`src/rtl/flash_prog_pkg.sv`:
```
// Shared constants for the EPCS16 remote-programming command path.
// Latency: n/a (constants only).
// Backpressure: n/a.
//
// Holds the packet sync/ID bytes, command codes, reply type codes and the
// state encodings of the command parser and the reply arbiter.
package flash_prog_pkg;

    // Packet header bytes
    localparam logic [7:0] SYNC0_BYTE = 8'hEF;
    localparam logic [7:0] SYNC1_BYTE = 8'hFE;
    localparam logic [7:0] ID_BYTE    = 8'h03;

    // Command codes
    localparam logic [7:0] CMD_PROGRAM = 8'h01;
    localparam logic [7:0] CMD_ERASE   = 8'h02;

    // Reply types presented to the Tx packet builder
    localparam logic [1:0] REPLY_NONE       = 2'd0;
    localparam logic [1:0] REPLY_SEND_MORE  = 2'd1;
    localparam logic [1:0] REPLY_ERASE_DONE = 2'd2;

    // Command parser states
    localparam logic [3:0] S_IDLE  = 4'd0;
    localparam logic [3:0] S_SYNC1 = 4'd1;
    localparam logic [3:0] S_SYNC2 = 4'd2;
    localparam logic [3:0] S_CMD   = 4'd3;
    localparam logic [3:0] S_NB0   = 4'd4;
    localparam logic [3:0] S_NB1   = 4'd5;
    localparam logic [3:0] S_NB2   = 4'd6;
    localparam logic [3:0] S_NB3   = 4'd7;
    localparam logic [3:0] S_DATA  = 4'd8;
    localparam logic [3:0] S_DROP  = 4'd9;

    // Reply arbiter states
    localparam logic [1:0] R_IDLE = 2'd0;
    localparam logic [1:0] R_REQ  = 2'd1;
    localparam logic [1:0] R_ACK  = 2'd2;

endpackage

```
`src/rtl/flash_reply_arb.sv`:
```
// Turns engine status flags into single-shot reply requests plus ACK pulses.
// Latency: request 1 cycle after flag seen; ACK pulse 1 cycle after tx_reply_ack.
// Backpressure: request held until tx_reply_ack; flags wait while a reply is open.
//
// Ports:
//   clock, reset              rising-edge clock, synchronous active-high reset
//   erase_done, send_more     engine status flags (level)
//   tx_reply_req/_type        reply request and type to the Tx builder
//   tx_reply_ack              Tx builder has queued the reply
//   erase_done_ACK, send_more_ACK  one-cycle pulses back to the engine
module flash_reply_arb
    import flash_prog_pkg::*;
(
    input  logic       clock,
    input  logic       reset,
    input  logic       erase_done,
    input  logic       send_more,
    input  logic       tx_reply_ack,
    output logic       tx_reply_req,
    output logic [1:0] tx_reply_type,
    output logic       erase_done_ACK,
    output logic       send_more_ACK
);

    logic [1:0] r_state;
    logic       r_req;
    logic [1:0] r_type;
    logic       r_ed_ack;
    logic       r_sm_ack;
    // A serviced flag is masked until the engine drops it, so a flag that
    // stays high never produces a second reply.
    logic       r_ed_mask;
    logic       r_sm_mask;

    logic w_ed_pend;
    logic w_sm_pend;
    logic w_srv_flag;
    logic w_other_pend;

    assign w_ed_pend    = erase_done && !r_ed_mask;
    assign w_sm_pend    = send_more  && !r_sm_mask;
    assign w_srv_flag   = (r_type == REPLY_ERASE_DONE) ? erase_done : send_more;
    assign w_other_pend = (r_type == REPLY_ERASE_DONE) ? w_sm_pend  : w_ed_pend;

    always_ff @(posedge clock) begin
        if (reset) begin
            r_state   <= R_IDLE;
            r_req     <= 1'b0;
            r_type    <= REPLY_NONE;
            r_ed_ack  <= 1'b0;
            r_sm_ack  <= 1'b0;
            r_ed_mask <= 1'b0;
            r_sm_mask <= 1'b0;
        end else begin
            r_ed_ack <= 1'b0;
            r_sm_ack <= 1'b0;
            if (!erase_done) r_ed_mask <= 1'b0;
            if (!send_more)  r_sm_mask <= 1'b0;

            case (r_state)
                R_IDLE: begin
                    if (w_ed_pend) begin
                        r_type  <= REPLY_ERASE_DONE;
                        r_req   <= 1'b1;
                        r_state <= R_REQ;
                    end else if (w_sm_pend) begin
                        r_type  <= REPLY_SEND_MORE;
                        r_req   <= 1'b1;
                        r_state <= R_REQ;
                    end
                end
                R_REQ: begin
                    if (tx_reply_ack) begin
                        r_req <= 1'b0;
                        if (r_type == REPLY_ERASE_DONE) begin
                            r_ed_ack  <= 1'b1;
                            r_ed_mask <= 1'b1;
                        end else begin
                            r_sm_ack  <= 1'b1;
                            r_sm_mask <= 1'b1;
                        end
                        r_state <= R_ACK;
                    end
                end
                R_ACK: begin
                    // Leave once the engine clears the serviced flag, or early
                    // if the other flag is waiting (the mask still blocks repeats).
                    if (!w_srv_flag || w_other_pend) r_state <= R_IDLE;
                end
                default: r_state <= R_IDLE;
            endcase
        end
    end

    assign tx_reply_req   = r_req;
    assign tx_reply_type  = r_type;
    assign erase_done_ACK = r_ed_ack;
    assign send_more_ACK  = r_sm_ack;

endmodule

```
`src/rtl/flash_prog_rx.sv`:
```
// Parses programming UDP payloads into Rx FIFO page writes, erase request and block count.
// Latency: FIFO write, erase and num_blocks appear 1 cycle after the deciding byte.
// Backpressure: none on Rx; fifo_full mid-page drops the rest of the packet and flags prog_error.
//
// Ports:
//   clock, reset                 rising-edge clock, synchronous active-high reset
//   rx_data/rx_valid/rx_sop      payload byte stream from the Ethernet Rx path
//   fifo_data/fifo_wrreq         registered byte write into the Rx FIFO; fifo_full in
//   erase/erase_ACK              erase request held until the engine acknowledges
//   num_blocks                   total 256-byte pages of the image
//   erase_done/send_more + ACKs  engine status flags and their acknowledge pulses
//   tx_reply_req/_type/_ack      reply request handshake with the Tx packet builder
//   prog_error                   sticky error, cleared by reset or an accepted erase
module flash_prog_rx
    import flash_prog_pkg::*;
#(
    parameter int PAGE_BYTES = 256,
    parameter int NB_WIDTH   = 14
) (
    input  logic                clock,
    input  logic                reset,
    input  logic [7:0]          rx_data,
    input  logic                rx_valid,
    input  logic                rx_sop,
    output logic [7:0]          fifo_data,
    output logic                fifo_wrreq,
    input  logic                fifo_full,
    output logic                erase,
    input  logic                erase_ACK,
    output logic [NB_WIDTH-1:0] num_blocks,
    input  logic                erase_done,
    input  logic                send_more,
    output logic                erase_done_ACK,
    output logic                send_more_ACK,
    output logic                tx_reply_req,
    output logic [1:0]          tx_reply_type,
    input  logic                tx_reply_ack,
    output logic                prog_error
);

    localparam int            CW        = $clog2(PAGE_BYTES);
    localparam logic [CW-1:0] PAGE_LAST = CW'(PAGE_BYTES - 1);

    logic [3:0]          r_state;
    logic [23:0]         r_count;       // first three block-count bytes, MSB first
    logic [CW-1:0]       r_byte_cnt;
    logic [7:0]          r_fifo_data;
    logic                r_fifo_wrreq;
    logic                r_erase;
    logic                r_prog_error;
    logic [NB_WIDTH-1:0] r_num_blocks;

    logic [31:0] w_count;
    logic        w_count_ok;

    // Full count is formed on the last count byte so it can be checked and
    // registered in the same cycle.
    assign w_count    = {r_count, rx_data};
    assign w_count_ok = (w_count[31:NB_WIDTH] == '0) && (w_count != 32'd0) && !r_erase;

    always_ff @(posedge clock) begin
        if (reset) begin
            r_state      <= S_IDLE;
            r_count      <= '0;
            r_byte_cnt   <= '0;
            r_fifo_data  <= '0;
            r_fifo_wrreq <= 1'b0;
            r_erase      <= 1'b0;
            r_prog_error <= 1'b0;
            r_num_blocks <= '0;
        end else begin
            r_fifo_wrreq <= 1'b0;

            // Erase can only be set while low, so this never collides with a set.
            if (erase_ACK && r_erase) r_erase <= 1'b0;

            if (rx_valid) begin
                if (rx_sop) begin
                    // A new payload interrupting a page leaves a partial page in
                    // the FIFO; the host recovers by re-erasing.
                    if (r_state == S_DATA) r_prog_error <= 1'b1;
                    r_state <= (rx_data == SYNC0_BYTE) ? S_SYNC1 : S_DROP;
                end else begin
                    case (r_state)
                        S_IDLE:  r_state <= S_DROP;
                        S_SYNC1: r_state <= (rx_data == SYNC1_BYTE) ? S_SYNC2 : S_DROP;
                        S_SYNC2: r_state <= (rx_data == ID_BYTE)    ? S_CMD   : S_DROP;
                        S_CMD: begin
                            if (rx_data == CMD_ERASE) begin
                                // A repeat erase while one is pending is ignored.
                                if (!r_erase) begin
                                    r_erase      <= 1'b1;
                                    r_prog_error <= 1'b0;
                                end
                                r_state <= S_IDLE;
                            end else if (rx_data == CMD_PROGRAM) begin
                                r_state <= S_NB0;
                            end else begin
                                r_state <= S_DROP;
                            end
                        end
                        S_NB0, S_NB1, S_NB2: begin
                            r_count <= {r_count[15:0], rx_data};
                            r_state <= r_state + 4'd1;
                        end
                        S_NB3: begin
                            if (w_count_ok) begin
                                r_num_blocks <= w_count[NB_WIDTH-1:0];
                                r_byte_cnt   <= '0;
                                r_state      <= S_DATA;
                            end else begin
                                r_prog_error <= 1'b1;
                                r_state      <= S_DROP;
                            end
                        end
                        S_DATA: begin
                            if (fifo_full) begin
                                r_prog_error <= 1'b1;
                                r_state      <= S_DROP;
                            end else begin
                                r_fifo_wrreq <= 1'b1;
                                r_fifo_data  <= rx_data;
                                r_byte_cnt   <= r_byte_cnt + CW'(1);
                                // Trailing bytes after a full page fall into DROP via IDLE.
                                if (r_byte_cnt == PAGE_LAST) r_state <= S_IDLE;
                            end
                        end
                        S_DROP:  r_state <= S_DROP;
                        default: r_state <= S_DROP;
                    endcase
                end
            end
        end
    end

    assign fifo_data  = r_fifo_data;
    assign fifo_wrreq = r_fifo_wrreq;
    assign erase      = r_erase;
    assign num_blocks = r_num_blocks;
    assign prog_error = r_prog_error;

    flash_reply_arb u_reply_arb (
        .clock          (clock),
        .reset          (reset),
        .erase_done     (erase_done),
        .send_more      (send_more),
        .tx_reply_ack   (tx_reply_ack),
        .tx_reply_req   (tx_reply_req),
        .tx_reply_type  (tx_reply_type),
        .erase_done_ACK (erase_done_ACK),
        .send_more_ACK  (send_more_ACK)
    );

endmodule

```
`config.mk`:
```
export PLATFORM = sky130hd
export DESIGN_NAME = flash_prog_rx
export DESIGN_NICKNAME = d
export VERILOG_FILES = /design/src/rtl/flash_prog_pkg.sv /design/src/rtl/flash_reply_arb.sv /design/src/rtl/flash_prog_rx.sv
export SDC_FILE = /design/constraint.sdc
export NUM_CORES = 1
export LEC_CHECK = 0
export CAP_MARGIN = 30
export CORE_ASPECT_RATIO = 1.2
export CORE_MARGIN = 2
export CORE_UTILIZATION = 58
export DETAILED_ROUTE_END_ITERATION = 10
export PLACE_DENSITY = 0.95
export RECOVER_POWER = 25
export SLEW_MARGIN = 15
export SYNTH_ARGS = -nofsm -noshare
export SYNTH_HDL_FRONTEND = slang
export SYNTH_SLANG_ARGS = --single-unit
```
`constraint.sdc`:
```
create_clock -name clock -period 3.1 [get_ports clock]
set_input_delay 0.62 -clock clock [delete_from_list [all_inputs] [get_ports clock]]
set_output_delay 0.62 -clock clock [all_outputs]
set_load 0.02 [all_outputs]
```
==> results of run 1 <==
[state kept, by name, indices dropped and copies added (netlist names)]
| name | cells |
|---|---|
| r_count | 24 |
| num_blocks | 14 |
| fifo_data | 8 |
| r_byte_cnt | 8 |
| r_state | 4 |
| u_reply_arb.r_state | 2 |
| u_reply_arb.tx_reply_type | 2 |
| erase | 1 |
| fifo_wrreq | 1 |
| prog_error | 1 |
| u_reply_arb.erase_done_ACK | 1 |
| u_reply_arb.r_ed_mask | 1 |
| u_reply_arb.r_sm_mask | 1 |
| u_reply_arb.send_more_ACK | 1 |
| u_reply_arb.tx_reply_req | 1 |
[cell usage in the layout, fill, tap and decap left out, types with 3 or more instances in the layout]
cell type / netlist / layout
sky130_fd_sc_hd__nand3_1: 11 / 11
sky130_fd_sc_hd__nor2b_1: 3 / 3
sky130_fd_sc_hd__nand2b_1: 5 / 5
sky130_fd_sc_hd__nor4_1: 10 / 10
sky130_fd_sc_hd__clkdlybuf4s50_1: 0 / 29
sky130_fd_sc_hd__ha_1: 5 / 5
sky130_fd_sc_hd__inv_1: 9 / 9
sky130_fd_sc_hd__nand2_1: 63 / 63
sky130_fd_sc_hd__nand4_1: 3 / 3
sky130_fd_sc_hd__mux2i_1: 24 / 24
sky130_fd_sc_hd__or4_1: 3 / 3
sky130_fd_sc_hd__nor2_1: 40 / 39
sky130_fd_sc_hd__a21oi_1: 40 / 40
sky130_fd_sc_hd__clkbuf_8: 0 / 9
sky130_fd_sc_hd__dlygate4sd3_1: 0 / 16
sky130_fd_sc_hd__buf_4: 2 / 12
sky130_fd_sc_hd__o21ai_0: 5 / 5
sky130_fd_sc_hd__o31ai_1: 5 / 5
sky130_fd_sc_hd__nor3_1: 5 / 5
sky130_fd_sc_hd__dfxtp_1: 70 / 70
[per-layer routing]
metal  part of all wire, %  wire [um]  global-route usage [%]
met4                   2.1        155                    9.95
met1                    40       2970                    30.2
met3                   6.2        466                    6.88
met5                     0          0                       0
met2                    52       3920                    44.9
[stage by stage]
stage                     power, mW  cells  hold WS [ns]  instance area, um^2
after floorplan                1.02    361         0.448                 3100
after global placement         1.09    461         0.440                 3610
after detailed placement       1.09    461         0.446                 3610
final                          1.78    476         0.452                 3800
after CTS                      1.79    476         0.455                 3800
after global routing           1.84    476         0.470                 3800
[kinds of logic (layout without fill, tap and decap cells)]
family	after synthesis	in the layout
DFF	70	70
AOI/OAI and AO/OA	73	73
xor gates and xnor gates	1	1
adders and majority gates	5	5
muxes	24	24
and+or+nand+nor	159	159
buffers and inverters	29	82
[critical path: stages]
cell and delay (ns):
sky130_fd_sc_hd__clkdlybuf4s50_1 0.49, sky130_fd_sc_hd__or4_4 0.56, sky130_fd_sc_hd__nor3_4 0.22, sky130_fd_sc_hd__nand3_2 0.16, sky130_fd_sc_hd__a21boi_2 0.44, sky130_fd_sc_hd__nor4_1 0.14
sky130_fd_sc_hd__a211oi_1 0.25
[how the worst min path moves through the flow]
stage | start | to | slack (ns) | cells past startpoint
after global routing | num_blocks[13] | num_blocks[13] | 0.47 | 2
after floorplan | r_byte_cnt[5] | r_byte_cnt[5] | 0.45 | 2
after CTS | num_blocks[13] | num_blocks[13] | 0.46 | 2
final | num_blocks[13] | num_blocks[13] | 0.45 | 2
after global placement | num_blocks[4] | num_blocks[4] | 0.44 | 2
after detailed placement | num_blocks[13] | num_blocks[13] | 0.45 | 2
[area by class of cell]
class | count | share of cell area [%]
inverter | 9 | 0.889
clock inverter | 6 | 1.68
multi-input combinational | 262 | 40.9
clock buffer | 9 | 3.26
sequential | 70 | 36.9
tap | 62 | 2.04
timing repair buffer | 58 | 14.4
[where the power goes]
group	internal [mW]	total, mW	switching (mW)
clock network	0.365	0.708	0.343
logic	0.0634	0.150	0.0871
registers	0.912	0.925	0.0129
==> impl_summary.md, run 1 <==
Run status
The run finished with clean final reports.

Global routing
Global routing finished with a remaining overflow of 0. The wire length of the first global-routing pass is 12300 um. Entering global routing, the biggest net connects 54 pins. The number of global-route vias before repair is 2744.

The number of antenna violations at the first check in global routing came to 0. The total global routing track utilization is 25.9%.

Detailed routing
The detail route stage leaves a number of antenna-violating nets equal to 0. The first routing iteration left 233 violations. The final route contains 2847 vias.

The first detailed-routing pass took 5 iterations. The final wirelength is 7520 um. The mean routed wirelength per cell is 15.8 um. Dividing the detail-routed via count by the number of cells gives 5.98. The DRC violation count after routing is 0.

Run
Across the run, the number of max-cap violations was 0.

Synth
The post-synthesis register bit count is 70. Summing the areas of all fa, ha and maj instances in the mapped netlist gives 2.02% of the synthesized area. The synthesized design spends more area on one cell type than any other, namely sky130_fd_sc_hd__dfxtp_1. The synthesized netlist devotes 25.3% of its cell area to simple gates. In the post-synthesis netlist, the biggest area contributors are sky130_fd_sc_hd__dfxtp_1 (45%), sky130_fd_sc_hd__mux2i_1 (7.8%), sky130_fd_sc_hd__nand2_1 (7.6%).

Of the total synthesized cell area, the portion taken by XOR and XNOR cells is 0.283%. The number of distinct library cells after synthesis is 53. The total nets after synthesis is 383.

The number of synthesized flops with an enable pin is 0. During synthesis, Yosys emitted a total of 0 warnings. Summing every instance area after synthesis gives 3100 um^2. After technology mapping, the gate count stands at 361. The primary flip-flop cell chosen by synthesis mapping is sky130_fd_sc_hd__dfxtp_1. The share of the synthesized area in compound gates (AO/OA/AOI/OAI) is 14.8%. Sequential cells were found to cover 45.3% of the synthesized design area. The dominant combinational cell family by area after synthesis is simple AND/OR/NAND/NOR gates.

The post-synthesis async set-or-reset flop share is 0%. The leading cell type by number of instances after synthesis is sky130_fd_sc_hd__dfxtp_1. The average size of a mapped cell is 8.57 um^2. By count the netlist is led by sky130_fd_sc_hd__dfxtp_1 (70), sky130_fd_sc_hd__nand2_1 (63), sky130_fd_sc_hd__a21oi_1 (40), sky130_fd_sc_hd__nor2_1 (40), sky130_fd_sc_hd__mux2i_1 (24). In the synthesized netlist, mux cells make up 7.76% of the area. In this run the biggest area consumer among cell types represents 45.3% of the synthesized area.

CTS
The clock-pin transition on the worst setup and hold timing paths is 0.08 ns. Post-CTS timing repair inserted 0 buffers for setup. The root buffer cell chosen for the clock tree is sky130_fd_sc_hd__clkbuf_8. CTS built an H-tree with a depth of 3.

The clock passes through at most 2 buffers. The latest clock arrival within the worst-skew pair is 0.35 ns. The post-cts hold buffer count is 0. The clock tree from TritonCTS is yes. The TritonCTS buffer count is 9. The count of cells resized by post-cts repair is 0. The total number of clock tree sinks is 70.

Worst setup path
The worst setup path endpoint is r_state[0]. The endpoint required time on the critical path is 3.37 ns. Setup slack on the worst reg-to-reg path comes out at 0.81 ns. The worst setup path is captured at a flip-flop. STA classifies the critical path startpoint as an input port. The arrival time at the worst endpoint is 2.88 ns. The worst register-to-register path has a depth of 6. The startpoint identified for the worst register-to-register timing path is r_count[7]. The reg-to-reg endpoint is r_byte_cnt[6]. By startpoint and endpoint, the worst setup path is classified as in2reg.

The maximum fanout along the worst path is 12. The critical path starts at rx_data[5].

Power
In this run the power density over the cells is 469 nW/um^2. The cell leakage power is 1.35 nW. The worst IR drop on VDD is 0.000381 V.

STA
The post-route minimum period is 2.61 ns. At the pin with the least slew margin, the transition time is 0.651 ns. Measured against its own limit, the worst slew margin works out to 56.1%. The count of final setup violators is 0.

The setup TNS is 0 ns. The max-slew violation count is 0. In the finished design, the share of the clock period the worst path needs comes to 84.2%. The clock tree skew after final layout is 0.0109 ns.

The hold violation total from the final report is 0. The worst setup margin is 0.489 ns. Derived from the worst setup path, the maximum achievable clock frequency is 383 MHz. Setup repair after global routing left no endpoint under its margin.

Floorplan
The die is 84.0 um tall. The die is 70.7 um wide. The die covers 5940 um^2. The number of placed I/O pins is 47. The placeable core area is 5230 um^2. For this configuration, the core starts out at a cell density of 59.2%.

In this run the core area contains 29 standard-cell rows.

Finish
The net count reported at finish is 432. The area of all sequential standard cells is 1400 um^2. The area growth from synthesis to layout is 22.8%. The fill cell instance count of the final layout is 365. The post-route netlist has 9.42% of its cells at a drive strength greater than 1. In the final layout, the multi-input gates occupy 1550 um^2. The final cell utilization of the core is 72.7%. The diode insertion count for antenna repair is 0.

Placement
The weighted congestion reported at the end of routability-driven placement is 0.950. Detailed placement finished with a half-perimeter wire length of 5250 um. Input and output buffers added on the ports amount to 46. OpenSTA, run right after detailed placement, puts the worst setup slack at 0.115 ns.

Hold path
The path class of the tightest hold or removal check is reg2reg.
Note: power is estimated with default switching activity, not from simulation.
==> run 2, diff against run 1 <==
--- a/config.mk
+++ b/config.mk
@@ -8,9 +8,9 @@
 export CAP_MARGIN = 30
 export CORE_ASPECT_RATIO = 1.2
 export CORE_MARGIN = 2
-export CORE_UTILIZATION = 58
+export CORE_UTILIZATION = 53
 export DETAILED_ROUTE_END_ITERATION = 10
-export PLACE_DENSITY = 0.95
+export PLACE_DENSITY = 0.91
 export RECOVER_POWER = 25
 export SLEW_MARGIN = 15
 export SYNTH_ARGS = -nofsm -noshare
==> constraint.sdc (replaced) <==
create_clock -name clock -period 2.6 [get_ports clock]
set_input_delay 0.52 -clock clock [delete_from_list [all_inputs] [get_ports clock]]
set_output_delay 0.52 -clock clock [all_outputs]
set_load 0.02 [all_outputs]
==> impl_summary.md, run 2 (synthesized netlist as in run 1, its figures left out) <==
CTS
The buffers inserted during post-CTS setup optimization is 0 (unchanged). The clock tree root driver cell is sky130_fd_sc_hd__clkbuf_8. The total number of clock tree sinks is 70 (unchanged).

The TritonCTS buffer count is 9 (unchanged). TritonCTS built the clock tree. The clock-pin transition on the worst setup and hold timing paths came to 0.08 ns (about the same). The count of cells resized by post-cts repair was 0 (unchanged). The H-tree depth is 3 (unchanged).

The post-cts hold buffer count is 0 (unchanged). The number of buffers on the longest clock path is 2 (unchanged). The latest clock arrival within the worst-skew pair is 0.35 ns (about the same).

STA
The remaining max-slew budget at the tightest pin came to 48.8% (-7.3 points). After layout, the worst path uses 89.4% of the clock period. The clock tree skew after final layout is 0.00981 ns (-0.00105 ns). The transition time at the pin with the least slew margin was 0.768 ns (+0.117 ns). The max-slew violation count was 0 (unchanged). The hold violation total from the final report is 0 (unchanged). Setup repair after global routing left no endpoint under its margin. Counting I/O delays and the setup requirement, the final critical path takes 2.33 ns. The count of final setup violators came to 0 (unchanged).

Timing would allow up to 430 MHz.

Worst setup path
The path depth of the worst reg2reg path is 8 (+2). The setup slack of the worst register-to-register path is 0.27 ns (-0.54 ns). The startpoint of the worst register-to-register path is r_state[0]. The worst setup path is launched from a flip-flop.

The worst setup path is captured at a flip-flop. The endpoint required time on the critical path is 2.82 ns (-0.55 ns). The arrival time at the worst endpoint came to 2.55 ns (-0.33 ns). The maximum fanout along the worst path was 24 (+12). The critical path is of the reg2reg type. The endpoint identified for the worst register-to-register timing path is r_count[8].

Finish
The register with the most flip-flops in the final layout is r_count. The flip-flop count of the largest register, all copies and words added is 24 (unchanged). The diode insertion count for antenna repair is 0 (unchanged).

The share of post-route cells with drive strength above 1 was 11.3% (+1.8 points). The net count reported at finish is 443 (+2.5%). The library cells used most frequently in the layout, excluding fill and tap cells, are sky130_fd_sc_hd__dfxtp_1 (70), sky130_fd_sc_hd__nand2_1 (63), sky130_fd_sc_hd__a21oi_1 (40), sky130_fd_sc_hd__nor2_1 (40), sky130_fd_sc_hd__clkdlybuf4s50_1 (36). The area growth from synthesis to layout is 26.7%. The library cell used most frequently in the layout, excluding fill and tap cells, is sky130_fd_sc_hd__dfxtp_1. The area of all placed cells without fillers is 3920 um^2 (+3.2%).

Hold path
The instance count along the most critical hold path was 2 (unchanged). The destination of the worst hold path is num_blocks[7]. The beginning of the worst hold path is num_blocks[7]. The worst hold path belongs to the class reg2reg.

Detailed routing
The detailed-route via count is 2854 (+0.25%). The mean routed wirelength per cell is 15.5 um (-2.0%). The number of iterations in the first detailed-routing pass is 4 (-1). The remaining number of nets flagged by the antenna check after routing came to 0 (unchanged). The average via count per standard cell is 5.64 (-5.7%). The number of violations reported at the end of detailed-routing iteration 0 is 194 (-17%).

The DRC violation count after routing is 0 (unchanged). The final wirelength is 7830 um (+4.2%).

Power
The total power divided by cell area came to 560 nW/um^2 (+19%). The cell leakage power is 1.38 nW (+2.4%). The worst IR drop on VDD is 0.000554 V (+46%). The overall power consumption is 2.20 mW (+23%).

Floorplan
The die boundary width is 73.8 um (+4.3%). The count of standard-cell rows is 30 (+3.4%). The effective utilization at floorplan is 54.6% (-4.6 points).

The number of placed I/O pins came to 47 (unchanged). The die height is 87.7 um (+4.4%). The full die area is 6470 um^2 (+8.9%). The placeable core area is 5670 um^2 (+8.5%).

Placement
The half-perimeter wire length after detailed placement came to 5550 um (+5.7%). The number of buffers inserted by port buffering came to 46 (unchanged). The weighted congestion reported at the end of routability-driven placement was 0.974 (+2.5%). The post-detailed-placement cell area was 3740 um^2 (+3.6%).

Global routing
The number of antenna violations at the first check in global routing is 0 (unchanged). The largest net degree at the start of global routing is 40 (-26%). The leftover overflow at the end of global routing is 0 (unchanged).

The number of global-route vias before repair is 2704 (-1.5%). The wire length of the first global-routing pass came to 12500 um (+2.1%). The total global routing track utilization was 25.0% (-0.92 points).

Run
The count of maximum capacitance violations is 0 (unchanged).

Run status
The flow ran to the end, and the final reports show no timing, DRC or antenna violations.
run 2: changes by cell type in the layout (fill, tap and decap cells not counted), moves of 2 or more:
cell and change:
sky130_fd_sc_hd__dlygate4sd3_1 -7, sky130_fd_sc_hd__buf_4 +7, sky130_fd_sc_hd__clkdlybuf4s50_1 +7, sky130_fd_sc_hd__inv_6 +2
sky130_fd_sc_hd__clkbuf_1 +2
run 2: worst max-delay path: stages (launching register included):
cell                       delay [ns]
sky130_fd_sc_hd__dfxtp_1         0.39
sky130_fd_sc_hd__inv_1           0.10
sky130_fd_sc_hd__ha_1            0.26
sky130_fd_sc_hd__o31ai_1         0.24
sky130_fd_sc_hd__clkbuf_1        0.24
sky130_fd_sc_hd__nor2_1          0.10
sky130_fd_sc_hd__clkbuf_2        0.47
sky130_fd_sc_hd__mux2i_1         0.34
sky130_fd_sc_hd__nor2_1          0.06
run 2: worst max-delay path by stage:
stage                     from       endpoint  slack [ns]  cells after the start
floorplan           rx_data[4]  r_byte_cnt[6]        0.50                      7
global placement    rx_data[4]  num_blocks[2]        0.03                      8
detailed placement  rx_data[4]  num_blocks[0]       -0.03                      8
CTS                 rx_data[4]  num_blocks[0]        0.31                      8
global route        r_state[0]    r_count[12]        0.11                      8
finish              r_state[0]     r_count[8]        0.27                      8
run 2: where the power goes:
part	internal (mW)	switching [mW]	total (mW)
combinational	0.0798	0.105	0.185
sequential	1.09	0.0165	1.10
clock	0.474	0.434	0.908
total	1.64	0.555	2.20
run 2: final cells by class:
cell class | count | area [um^2]
sequential | 70 | 1400
inverter | 9 | 33.8
timing repair buffer | 69 | 631
multi-input combinational | 262 | 1550
fill | 424 | 1750
tap | 80 | 100
clock inverter | 6 | 67.6
clock buffer | 10 | 138
run 2: routing by layer:
layer / vias up / part of all wire, % / global-route usage, % / wire [um]
met4: 0 / 1.3 / 9.09 / 105
li1: 1387 / - / - / -
met2: 80 / 50 / 40.4 / 3940
met3: 14 / 5.4 / 6.10 / 423
met5: - / 0 / 0 / 0
met1: 1373 / 43 / 32.4 / 3360
run 2: metrics by stage:
| stage | hold WS, ns | setup WS (ns) | TNS [ns] | util, % | instances |
|---|---|---|---|---|---|
| 2_1_floorplan | 0.448 | 0.498 | 0 | - | 361 |
| 3_3_place_gp | 0.442 | 0.0280 | 0 | 66.0 | 490 |
| 3_5_place_dp | 0.449 | -0.0278 | -0.129 | 66.0 | 490 |
| 4_1_cts | 0.456 | 0.312 | 0 | 69.6 | 506 |
| 5_1_grt | 0.475 | 0.111 | 0 | 69.2 | 506 |
| 6_report | 0.450 | 0.275 | 0 | 69.2 | 506 |
==> run 3, diff against run 2 <==
--- a/config.mk
+++ b/config.mk
@@ -11,7 +11,6 @@
 export CORE_UTILIZATION = 53
 export DETAILED_ROUTE_END_ITERATION = 10
 export PLACE_DENSITY = 0.91
-export RECOVER_POWER = 25
 export SLEW_MARGIN = 15
 export SYNTH_ARGS = -nofsm -noshare
 export SYNTH_HDL_FRONTEND = slang
==> impl_summary.md, run 3 (synthesized netlist as in run 1, its figures left out) <==
Finish
The net count reported at finish is 443 (unchanged). The diode insertion count for antenna repair was 0 (unchanged). The largest register by flop count is r_count. Leaving out fill and tap cells, the most frequent cells in the layout are sky130_fd_sc_hd__dfxtp_1 (70), sky130_fd_sc_hd__nand2_1 (63), sky130_fd_sc_hd__clkdlybuf4s50_1 (45). The fill cell instance count of the final layout is 421 (-0.71%). The flip-flop count of the largest register, all copies and words added is 24 (unchanged). The area of all sequential standard cells is 1400 um^2 (unchanged). Leaving out fill and tap cells, the most frequent cell in the layout is sky130_fd_sc_hd__dfxtp_1. From synthesis to final layout, the design area changed by 27.5%. The number of cells in the finished layout apart from fillers is 506 (unchanged). The share of post-route cells with drive strength above 1 is 12.0% (+0.70 points). The area of the multi-input gates was 1550 um^2 (+0.16%).

CTS
The H-tree depth came to 3 (unchanged). The number of buffers on the longest clock path was 2 (unchanged). The clock tree root driver cell is sky130_fd_sc_hd__clkbuf_8. The count of cells resized by post-cts repair was 0 (unchanged).

The buffers inserted during post-CTS setup optimization came to 0 (unchanged). The clock-pin transition on the worst setup and hold timing paths is 0.08 ns (about the same). The total number of clock tree sinks came to 70 (unchanged). The post-cts hold buffer count was 0 (unchanged). TritonCTS built the clock tree. The latest clock arrival within the worst-skew pair is 0.35 ns (about the same).

The TritonCTS buffer count is 9 (unchanged).

STA
The post-route clock period utilization is 89.0% (-0.42 points). The max-slew violation count is 0 (unchanged). The worst setup margin is 0.286 ns (+0.0110 ns). Setup repair after global routing left no endpoint under its margin. The clock tree skew after final layout is 0.00858 ns (-0.00122 ns). The remaining max-slew budget at the tightest pin came to 67.7% (+19 points). The post-route minimum period is 2.31 ns (-0.0110 ns). The transition time at the pin with the least slew margin is 0.478 ns (-0.290 ns). The count of final setup violators is 0 (unchanged). The maximum achievable frequency is 432 MHz (+0.47%). The hold violation total from the final report is 0 (unchanged).

Placement
The cell count after placement is 490 (unchanged). The weighted congestion reported at the end of routability-driven placement is 0.974 (unchanged). The post-placement worst setup slack came to -0.0278 ns (unchanged). The half-perimeter wire length after detailed placement came to 5550 um (unchanged).

The number of buffers inserted by port buffering came to 46 (unchanged).

Worst setup path
The path depth of the worst reg2reg path is 7 (-1). The largest stage delay on the critical path is 0.56 ns (+0.09 ns). In this run the critical register-to-register path is launched from r_count[11]. Walking the worst path, the cells encountered are clkdlybuf4s50_1, or4_4, nor3_4, nand3_2, and4_1, buf_12, nand2_1, a21oi_1.

The maximum fanout along the worst path is 11 (-54%). The arrival time at the worst endpoint is 2.54 ns (about the same). The critical-path cell with the highest stage delay is sky130_fd_sc_hd__or4_4. The endpoint required time on the critical path is 2.82 ns (about the same). The setup slack of the worst register-to-register path is 0.41 ns (+0.14 ns).

The type of the setup path with the least slack is in2reg. The type of element launching the critical path is an input port. The element type at the critical path end is a flip-flop.

The worst register-to-register path ends at r_byte_cnt[5].

Floorplan
The full die area is 6470 um^2 (unchanged). The effective utilization at floorplan was 54.6% (unchanged). The die height is 87.7 um (unchanged). The count of standard-cell rows is 30 (unchanged). The number of placed I/O pins came to 47 (unchanged). The die boundary width came to 73.8 um (unchanged). The placeable core area is 5670 um^2 (unchanged).

Global routing
The number of antenna violations at the first check in global routing came to 0 (unchanged). The global routing met2 resource utilization is 40.4% (unchanged). The number of global-route vias before repair is 2704 (unchanged). The met3 usage came to 6.10% (unchanged). The layer with the highest usage is met2.

The leftover overflow at the end of global routing is 0 (unchanged). The largest net degree at the start of global routing is 40 (unchanged). The total global routing track utilization is 25.0% (unchanged). The met1 demand-to-capacity share in global routing is 32.4% (unchanged). The wire length of the first global-routing pass is 12500 um (unchanged).

Detailed routing
The DRC violation count after routing came to 0 (unchanged). The number of iterations in the first detailed-routing pass is 5 (+1). The number of violations reported at the end of detailed-routing iteration 0 is 254 (+31%).

The mean routed wirelength per cell came to 15.4 um (-0.74%). The remaining number of nets flagged by the antenna check after routing is 0 (unchanged). The final wirelength is 7770 um (-0.74%). The detailed-route via count is 2908 (+1.9%).

The average via count per standard cell is 5.75 (+1.9%).

Hold path
The class of the worst hold path is reg2reg. The instance count along the most critical hold path came to 2 (unchanged). The worst hold path begins at num_blocks[7]. The worst hold path terminates at num_blocks[7].

Run
The count of maximum capacitance violations is 0 (unchanged).

Power
The overall power consumption was 2.19 mW (-0.23%). The cell leakage power is 1.37 nW (-1.1%). The worst IR drop on VDD is 0.000551 V (-0.55%). The total power divided by cell area was 555 nW/um^2 (-0.86%).

Run status
The run finished with clean final reports.
run 3: layout make-up:
cell class              instances  share of cell area [%]
multi-input cells             262                    39.4
repair buffers                 69                    16.5
well taps                      80                    2.54
inverters                       9                   0.856
clock inverters                 6                    1.71
flip-flops and latches         70                    35.5
clock buffers                  10                    3.49
run 3: per-layer routing:
metal | vias to the layer above | part of all wire, % | wire, um
met5 | - | 0 | 0
met4 | 0 | 1.4 | 107
met3 | 13 | 5.4 | 420
met2 | 98 | 50 | 3920
met1 | 1406 | 43 | 3330
li1 | 1391 | - | -
run 3: worst max-delay path by stage:
| stage | depth (start not counted) | slack [ns] | endpoint | from |
|---|---|---|---|---|
| floorplan | 7 | 0.50 | r_byte_cnt[6] | rx_data[4] |
| global placement | 8 | 0.03 | num_blocks[2] | rx_data[4] |
| detailed placement | 8 | -0.03 | num_blocks[0] | rx_data[4] |
| CTS | 8 | 0.31 | num_blocks[0] | rx_data[4] |
| global route | 8 | 0.18 | num_blocks[2] | rx_data[4] |
| finish | 8 | 0.29 | num_blocks[0] | rx_data[4] |
run 3: critical path, delay by kind of cell:
kind	cells	cell delay (ns)
and+or+nand+nor	5	1.34
buffers and inverters	2	0.60
AOI/OAI and AO/OA	1	0.07
run 3: stage by stage:
stage / setup TNS (ns) / utilization, % / hold slack, ns / area [um^2]
floorplan: 0 / - / 0.448 / 3100
global placement: 0 / 66.0 / 0.442 / 3740
detailed placement: -0.129 / 66.0 / 0.449 / 3740
CTS: 0 / 69.6 / 0.456 / 3950
global route: 0 / 69.6 / 0.477 / 3950
finish: 0 / 69.6 / 0.451 / 3950
run 3: report_power, final:
group / switching, mW / internal (mW) / leakage [nW]
clock network: 0.428 / 0.474 / 0.0993
logic: 0.105 / 0.0811 / 0.701
registers: 0.0164 / 1.09 / 0.566
